`src/rtl/gcn_fm_wm_adj_row_reader.sv`:
```
// Read-side controller for the accumulated FM x WM x ADJ result memory:
// walks the rows, registers each row, finds its argmax and streams it out.
module gcn_fm_wm_adj_row_reader #(
  parameter int unsigned FEATURE_ROWS   = 6,
  parameter int unsigned WEIGHT_COLS    = 3,
  parameter int unsigned DOT_PROD_WIDTH = 16,
  parameter int unsigned FEATURE_WIDTH  = $clog2(FEATURE_ROWS),
  parameter int unsigned WEIGHT_WIDTH   = $clog2(WEIGHT_COLS)
) (
  input  logic                      clk,
  input  logic                      rst_n,
  input  logic                      start,
  input  logic                      abort,
  output logic [FEATURE_WIDTH-1:0]  read_row,
  input  logic [DOT_PROD_WIDTH-1:0] mem_row_in [0:WEIGHT_COLS-1],
  output logic                      out_valid,
  input  logic                      out_ready,
  output logic [FEATURE_WIDTH-1:0]  out_row_idx,
  output logic [DOT_PROD_WIDTH-1:0] out_data [0:WEIGHT_COLS-1],
  output logic [WEIGHT_WIDTH-1:0]   out_argmax,
  output logic                      busy,
  output logic                      done
);

  localparam int unsigned COL_W = (WEIGHT_WIDTH < 1) ? 1 : WEIGHT_WIDTH;

  typedef enum logic [2:0] {IDLE, FETCH, SCAN, HOLD, DONE} state_t;

  state_t                    state;
  logic [FEATURE_WIDTH-1:0]  row_cnt;
  logic [COL_W-1:0]          col;
  logic [DOT_PROD_WIDTH-1:0] max_val;

  // Row counter doubles as the memory address and the presented row index.
  assign read_row    = row_cnt;
  assign out_row_idx = row_cnt;

  always_ff @(posedge clk or negedge rst_n) begin
    if (!rst_n) begin
      state      <= IDLE;
      row_cnt    <= '0;
      col        <= '0;
      max_val    <= '0;
      out_argmax <= '0;
      out_valid  <= 1'b0;
      busy       <= 1'b0;
      done       <= 1'b0;
      for (int i = 0; i < int'(WEIGHT_COLS); i++) out_data[i] <= '0;
    end else if (state != IDLE && abort) begin
      state     <= IDLE;
      out_valid <= 1'b0;
      done      <= 1'b0;
      busy      <= 1'b0;
    end else begin
      case (state)
        IDLE: begin
          if (start) begin
            row_cnt <= '0;
            busy    <= 1'b1;
            state   <= FETCH;
          end
        end

        FETCH: begin
          for (int i = 0; i < int'(WEIGHT_COLS); i++) out_data[i] <= mem_row_in[i];
          max_val    <= mem_row_in[0];
          out_argmax <= '0;
          col        <= COL_W'(1);
          if (WEIGHT_COLS == 1) begin
            out_valid <= 1'b1;
            state     <= HOLD;
          end else begin
            state <= SCAN;
          end
        end

        // Strictly-greater update keeps the lowest index on ties.
        SCAN: begin
          if (out_data[col] > max_val) begin
            max_val    <= out_data[col];
            out_argmax <= WEIGHT_WIDTH'(col);
          end
          col <= col + COL_W'(1);
          if (col == COL_W'(WEIGHT_COLS - 1)) begin
            out_valid <= 1'b1;
            state     <= HOLD;
          end
        end

        HOLD: begin
          if (out_ready) begin
            out_valid <= 1'b0;
            if (row_cnt == FEATURE_WIDTH'(FEATURE_ROWS - 1)) begin
              done  <= 1'b1;
              state <= DONE;
            end else begin
              row_cnt <= row_cnt + FEATURE_WIDTH'(1);
              state   <= FETCH;
            end
          end
        end

        DONE: begin
          done  <= 1'b0;
          busy  <= 1'b0;
          state <= IDLE;
        end

        default: begin
          state     <= IDLE;
          out_valid <= 1'b0;
          done      <= 1'b0;
          busy      <= 1'b0;
        end
      endcase
    end
  end

endmodule
```
`config.mk`:
```
export PLATFORM = sky130hd
export DESIGN_NAME = gcn_fm_wm_adj_row_reader
export DESIGN_NICKNAME = d
export VERILOG_FILES = /design/src/rtl/gcn_fm_wm_adj_row_reader.sv
export SDC_FILE = /design/constraint.sdc
export NUM_CORES = 1
export LEC_CHECK = 0
export BUFFER_PORTS_ARGS = -buffer_cell sky130_fd_sc_hd__buf_2
export CORE_ASPECT_RATIO = 1.75
export CORE_MARGIN = 1
export CORE_UTILIZATION = 48
export DETAILED_ROUTE_END_ITERATION = 7
export HOLD_SLACK_MARGIN = 0.03
export PLACE_DENSITY = 0.85
export SETUP_SLACK_MARGIN = 0.1
export SLEW_MARGIN = 20
export SYNTH_ARGS = -nofsm -noshare
export SYNTH_HDL_FRONTEND = slang
export SYNTH_SLANG_ARGS = --single-unit
```
`constraint.sdc`:
```
create_clock -name clk -period 4.3 [get_ports clk]
set_input_delay 0.215 -clock clk [delete_from_list [all_inputs] [get_ports clk]]
set_output_delay 0.215 -clock clk [all_outputs]
set_load 0.02 [all_outputs]
```
# Word level (Yosys, flattened, before mapping)
# Index checks and enable logic that the tools add are counted.
totals:
  output_inout_bits: 59
  regBits: 77
  word_cells: 79
classes:
  add_sub_neg: 2
  order_cmp: 2
  reduce_logical: 16
  eq_ne: 17
  mux: 29
  bitwise: 2
ops:
  columns: ["op", "n"]
  rows:
  - ["$mux W16", 3]
  - ["$bmux W16 S2", 1]
  - ["$pmux W16 S2", 1]
  - ["$mux W3", 8]
  - ["$gt A16 B16 Y1", 1]
  - ["$ne A3 B3 Y1 const B", 4]
  - ["$pmux W3 S4", 1]
  - ["$reduce_and A3 Y1", 4]
  - ["$reduce_or A3 Y1", 3]
  - ["$mux W1", 8]
  - ["$ne A2 B2 Y1 const B", 4]
  - ["$pmux W2 S2", 2]
  - ["$eq A3 B2 Y1 const B", 2]
  - ["$eq A3 B3 Y1 const B", 2]
  - ["$ne A2 B1 Y1 const B", 3]
  - ["$pmux W3 S2", 1]
  - ["$reduce_and A2 Y1", 3]
  - ["$reduce_and A5 Y1", 1]
  - ["$pmux W1 S2", 2]
  - ["$reduce_bool A2 Y1", 2]
  - ["$add A3 B1 Y3 const B", 1]
  - ["$eq A3 B1 Y1 const B", 1]
  - ["$ge A3 B3 Y1 const B", 1]
  - ["$logic_not A3 Y1", 1]
  - ["8 further kinds", 8]

# Depth between registers and ports, before layout
depth:
  word_depth: 7
  depth_mapped: 13
  depth_no_buf: 11

# Worst setup path after synthesis
# OpenSTA, ideal clock, no wires.
synth_path:
  path_kind: "reg-to-reg"
  start: "register col[1]"
  end: "register max_val[10]"
  setup_ps: 125
  arrival_ps: 2887
  path_stages_with_launch: 13
  required_ps: 4175
  n_path_buf: 3
  slack_ps: 1288
  path_cell_list: "dfrtp_1 -> buf_2 -> nor2_1 -> clkbuf_1 -> nand2_1 -> o21ai_0 -> ha_1 -> nand4_2 -> nor4_2 -> nand4_1 -> o211ai_4 -> buf_6 -> mux2_4"
synth_between:
  elab_chain_cells: 7
  elab_cells_between_ends: 9
  classes_between: "1 x order compare; 1 x eq/ne; 5 x mux; 1 x bitwise; 1 x reduce/logical"
synth_lines:
  columns: ["item", "line_no", "source"]
  rows:
  - ["from (decl)", "31", "logic [COL_W-1:0] col;"]
  - ["from (signal assigned)", "83", "col <= col + COL_W'(1);"]
  - ["$not A2 Y3 (implied by the code) *", "79, 80", null]
  - ["$bmux W16 S2 *", "79, 80", null]
  - ["$mux W16 (implied by the code) * (2 in series)", "79, 80", null]
  - ["$gt A16 B16 Y1", "79", "if (out_data[col] > max_val) begin"]
  - ["$ne A2 B2 Y1 (no source line)", null, null]
  - ["$reduce_and A3 Y1 (no source line)", null, null]
  - ["to (signal assigned)", "66", "max_val <= mem_row_in[0];"]
  - ["to (signal assigned)", "80", "max_val <= out_data[col];"]
  - ["to (decl)", "32", "logic [DOT_PROD_WIDTH-1:0] max_val;"]
# Every way passes the cells marked *; elsewhere a longest branch is shown, timed or not. The select of a mux whose other input is x is not followed.
# A chain may end at the register's enable or synchronous reset.

# Worst setup path after layout
layout_path:
  start: "register col[0]"
  end: "register max_val[5]"
# Same word-level chain as after synthesis.

==> flow_summary.json <==
{
  "synth_seq_cells": 77,
  "postCtsHoldBufs": 0,
  "critical_path.max_fanout": 18,
  "grt_max_degree": 78,
  "synth_top_area_share_pct": 47.46,
  "firstDrtPassIters": 4,
  "clk_pin_slew_ps": 50,
  "antenna_found_initial": 0,
  "crit_path_end_kind": "flop",
  "final_cell_count_no_fill": 548,
  "synth_area_leaders": "dfrtp_1 47%, mux2_2 19%, ha_1 5.9%, mux2i_1 3.9%, mux2_4 3.3%",
  "grt_pass1_wl_um": 14120,
  "ir_drop_uv": 418.8,
  "outcome": "finished, final reports clean",
  "synth_top_area_cell": "dfrtp_1",
  "syn_nets": 417,
  "synth_area_per_cell_um2": 11.77,
  "numCtsBuffers": 9,
  "clock_path_buffers": 2,
  "synth_cells": 345,
  "drt-initial-drc-count": 120,
  "utilization_pct": 59.80,
  "rows": 44,
  "critPathArrivalTime_ps": 3780,
  "die_y_um": 123.7,
  "final_cell_mix": "110 x buf_2, 77 x dfrtp_1, 70 x mux2_2, 28 x nand2_1, 23 x o21ai_0",
  "coreArea_um2": 8258,
  "post_cts_resize_count": 0,
  "async_flop_share_pct": 100.0,
  "antenna_cells": 0,
  "skew_ps": 4.300,
  "grt_pass1_vias": 3045,
  "fmax_ghz": 0.2807,
  "num_io_pins": 112,
  "root_buffer": "clkbuf_16",
  "die_area_um2": 8845,
  "path_class": "flop to flop",
  "gp_congestion": 0.8427,
  "gr-total-overflow": 0,
  "ant_nets": 0,
  "setup_viol": 0,
  "critPathLaunchType": "flop",
  "dpl.cell_count": 532,
  "yosys.cell_types.count": 38,
  "hp-class": "input port to async pin",
  "p_leak_uw": 0.002413,
  "fin_crit_ps": 3562,
  "area_growth_pct": 21.63,
  "cp_num_buf_inv": 2,
  "vias_per_cell": 5.493,
  "syn_area_um2": 4060,
  "layout_commonest_cell": "buf_2",
  "die_w_um": 71.53,
  "worst_pin_slew_ps": 1069,
  "cp_cell_sequence": "inv_1 -> nor2_1 -> buf_4 -> nand2_1 -> o21ai_0 -> ha_1 -> nand4_2 -> nor4_2 -> nand4_1 -> o211ai_4 -> mux2_2",
  "drc": 0,
  "finalWirelength_um": 8917,
  "drt-wirelength-per-cell_um": 16.27,
  "ys_warn_count": 0,
  "clk_latency_ps": 330,
  "fin_setup_tns_ps": 0,
  "hpwl_um": 6479,
  "ys.flop_type": "dfrtp_1",
  "cts_tree": "yes",
  "crit_path_top_delay_cell": "o211ai_4",
  "clock_sinks": 77,
  "slew_headroom_pct": 28.76,
  "maxCapViolations": 0,
  "cts.htree.levels": 3,
  "final_max_slew_viol_count": 0,
  "crit_family": "simple AND/OR/NAND/NOR gates",
  "gr-usage-all-layers_pct": 20.89,
  "initial_core_util_pct": 49.17,
  "slowest_delay_ps": 670,
  "port-buffer-count": 111,
  "power_density_nw_per_um2": 851.1,
  "crit_required_ps": 4510,
  "synth-edff-count": 0,
  "nets": 523,
  "post_cts_buffers": 0,
  "vias": 3010,
  "rsz0062_at_grt": "false",
  "min_period_over_period_pct": 82.85,
  "drive_gt1_share_pct": 46.49,
  "fillCellCount": 696,
  "synth-seq-area-share_pct": 47.46,
  "hold_violations": 0
}
## worst register-to-register path: stages, from the launching register on
cell      delay (ps)
dfrtp_1          340
inv_1             60
nor2_1           440
buf_4            290
nand2_1           70
o21ai_0          120
ha_1             260
nand4_2          190
nor4_2           370
nand4_1          230
o211ai_4         670
mux2_2           420
## report_power, final
group	switching (uW)	internal (uW)	total, uW
sequential	282	1080	1360
clock	267	422	689
combinational	1190	960	2150
total	1740	2460	4200
## cells in the mapped netlist, drive strengths merged (2+ instances only)
| library cell | number |
|---|---|
| ha | 19 |
| a21oi | 12 |
| nor2 | 14 |
| nand2b | 3 |
| o31ai | 3 |
| mux2i | 16 |
| nor2b | 2 |
| mux2 | 81 |
| clkbuf | 6 |
| inv | 20 |
| o21ai | 23 |
| nand4 | 5 |
| nor3 | 6 |
| nand2 | 28 |
| nor4 | 2 |
| dfrtp | 77 |
| buf | 14 |
## logic make-up (layout without fill, tap and decap cells)
group                      Yosys count  after routing  share of synthesized area [%]
AOI/OAI and AO/OA                   46             46                          7.057
xor gates and xnor gates             1              1                         0.2158
adders and majority gates           19             19                          5.855
buffers and inverters               40            151                          4.438
DFF                                 77             77                          47.46
muxes                               97             97                          27.24
and+or+nand+nor                     65             65                          7.735
## final cells by class
cell class                      instances  area [um^2]  area share (%)
Tap cell                               92        115.1           2.331
Sequential cell                        77         1927           39.02
Inverter                               20        75.07           1.520
Clock buffer                           15        267.8           5.422
Multi-Input combinational cell        228         1961           39.70
Timing Repair Buffer                  115        588.1           11.91
Clock inverter                          1        5.005          0.1013
## stage by stage
| stage | total power [uW] | hold slack (ps) | setup WS, ps | instance area (um^2) |
|---|---|---|---|---|
| 2_1_floorplan | 2891 | -80.59 | 1288 | 4060 |
| 3_3_place_gp | 3427 | 412.9 | 1082 | 4666 |
| 3_5_place_dp | 3523 | 431.3 | 832.6 | 4666 |
| 4_1_cts | 4227 | 78.35 | 756.4 | 4938 |
| 5_1_grt | 4478 | 114.0 | 525.4 | 4938 |
| 6_report | 4203 | 30.66 | 737.6 | 4938 |
## final timing paths
path / cells after the start / endpoint / slack (ps) / start
setup / recovery: 11 / max_val[5] / 740 / col[0]
hold / removal: 1 / out_data[10] / 30 / rst_n
setup reg to reg: 11 / max_val[5] / 740 / col[0]
hold reg to reg: 1 / max_val[0] / 510 / max_val[0]
max in group asynchronous: 1 / out_data[16] / 3660 / rst_n
min in group clk: 2 / out_data[12] / 110 / mem_row_in[12]
## state kept, by name, indices dropped and copies added (netlist names)
name,cells
out_data,48
busy,1
out_argmax,2
state,3
out_row_idx,3
out_valid,1
col,2
max_val,16
done,1
## layer usage
layer	track usage (%)	part of all wire [%]	up-vias
met5	0	0	-
met4	10.29	2.2	0
met3	3.479	3.8	14
met2	38.04	55	87
met1	23.40	39	1483
li1	-	-	1426
Note: power is estimated with default switching activity, not from simulation.
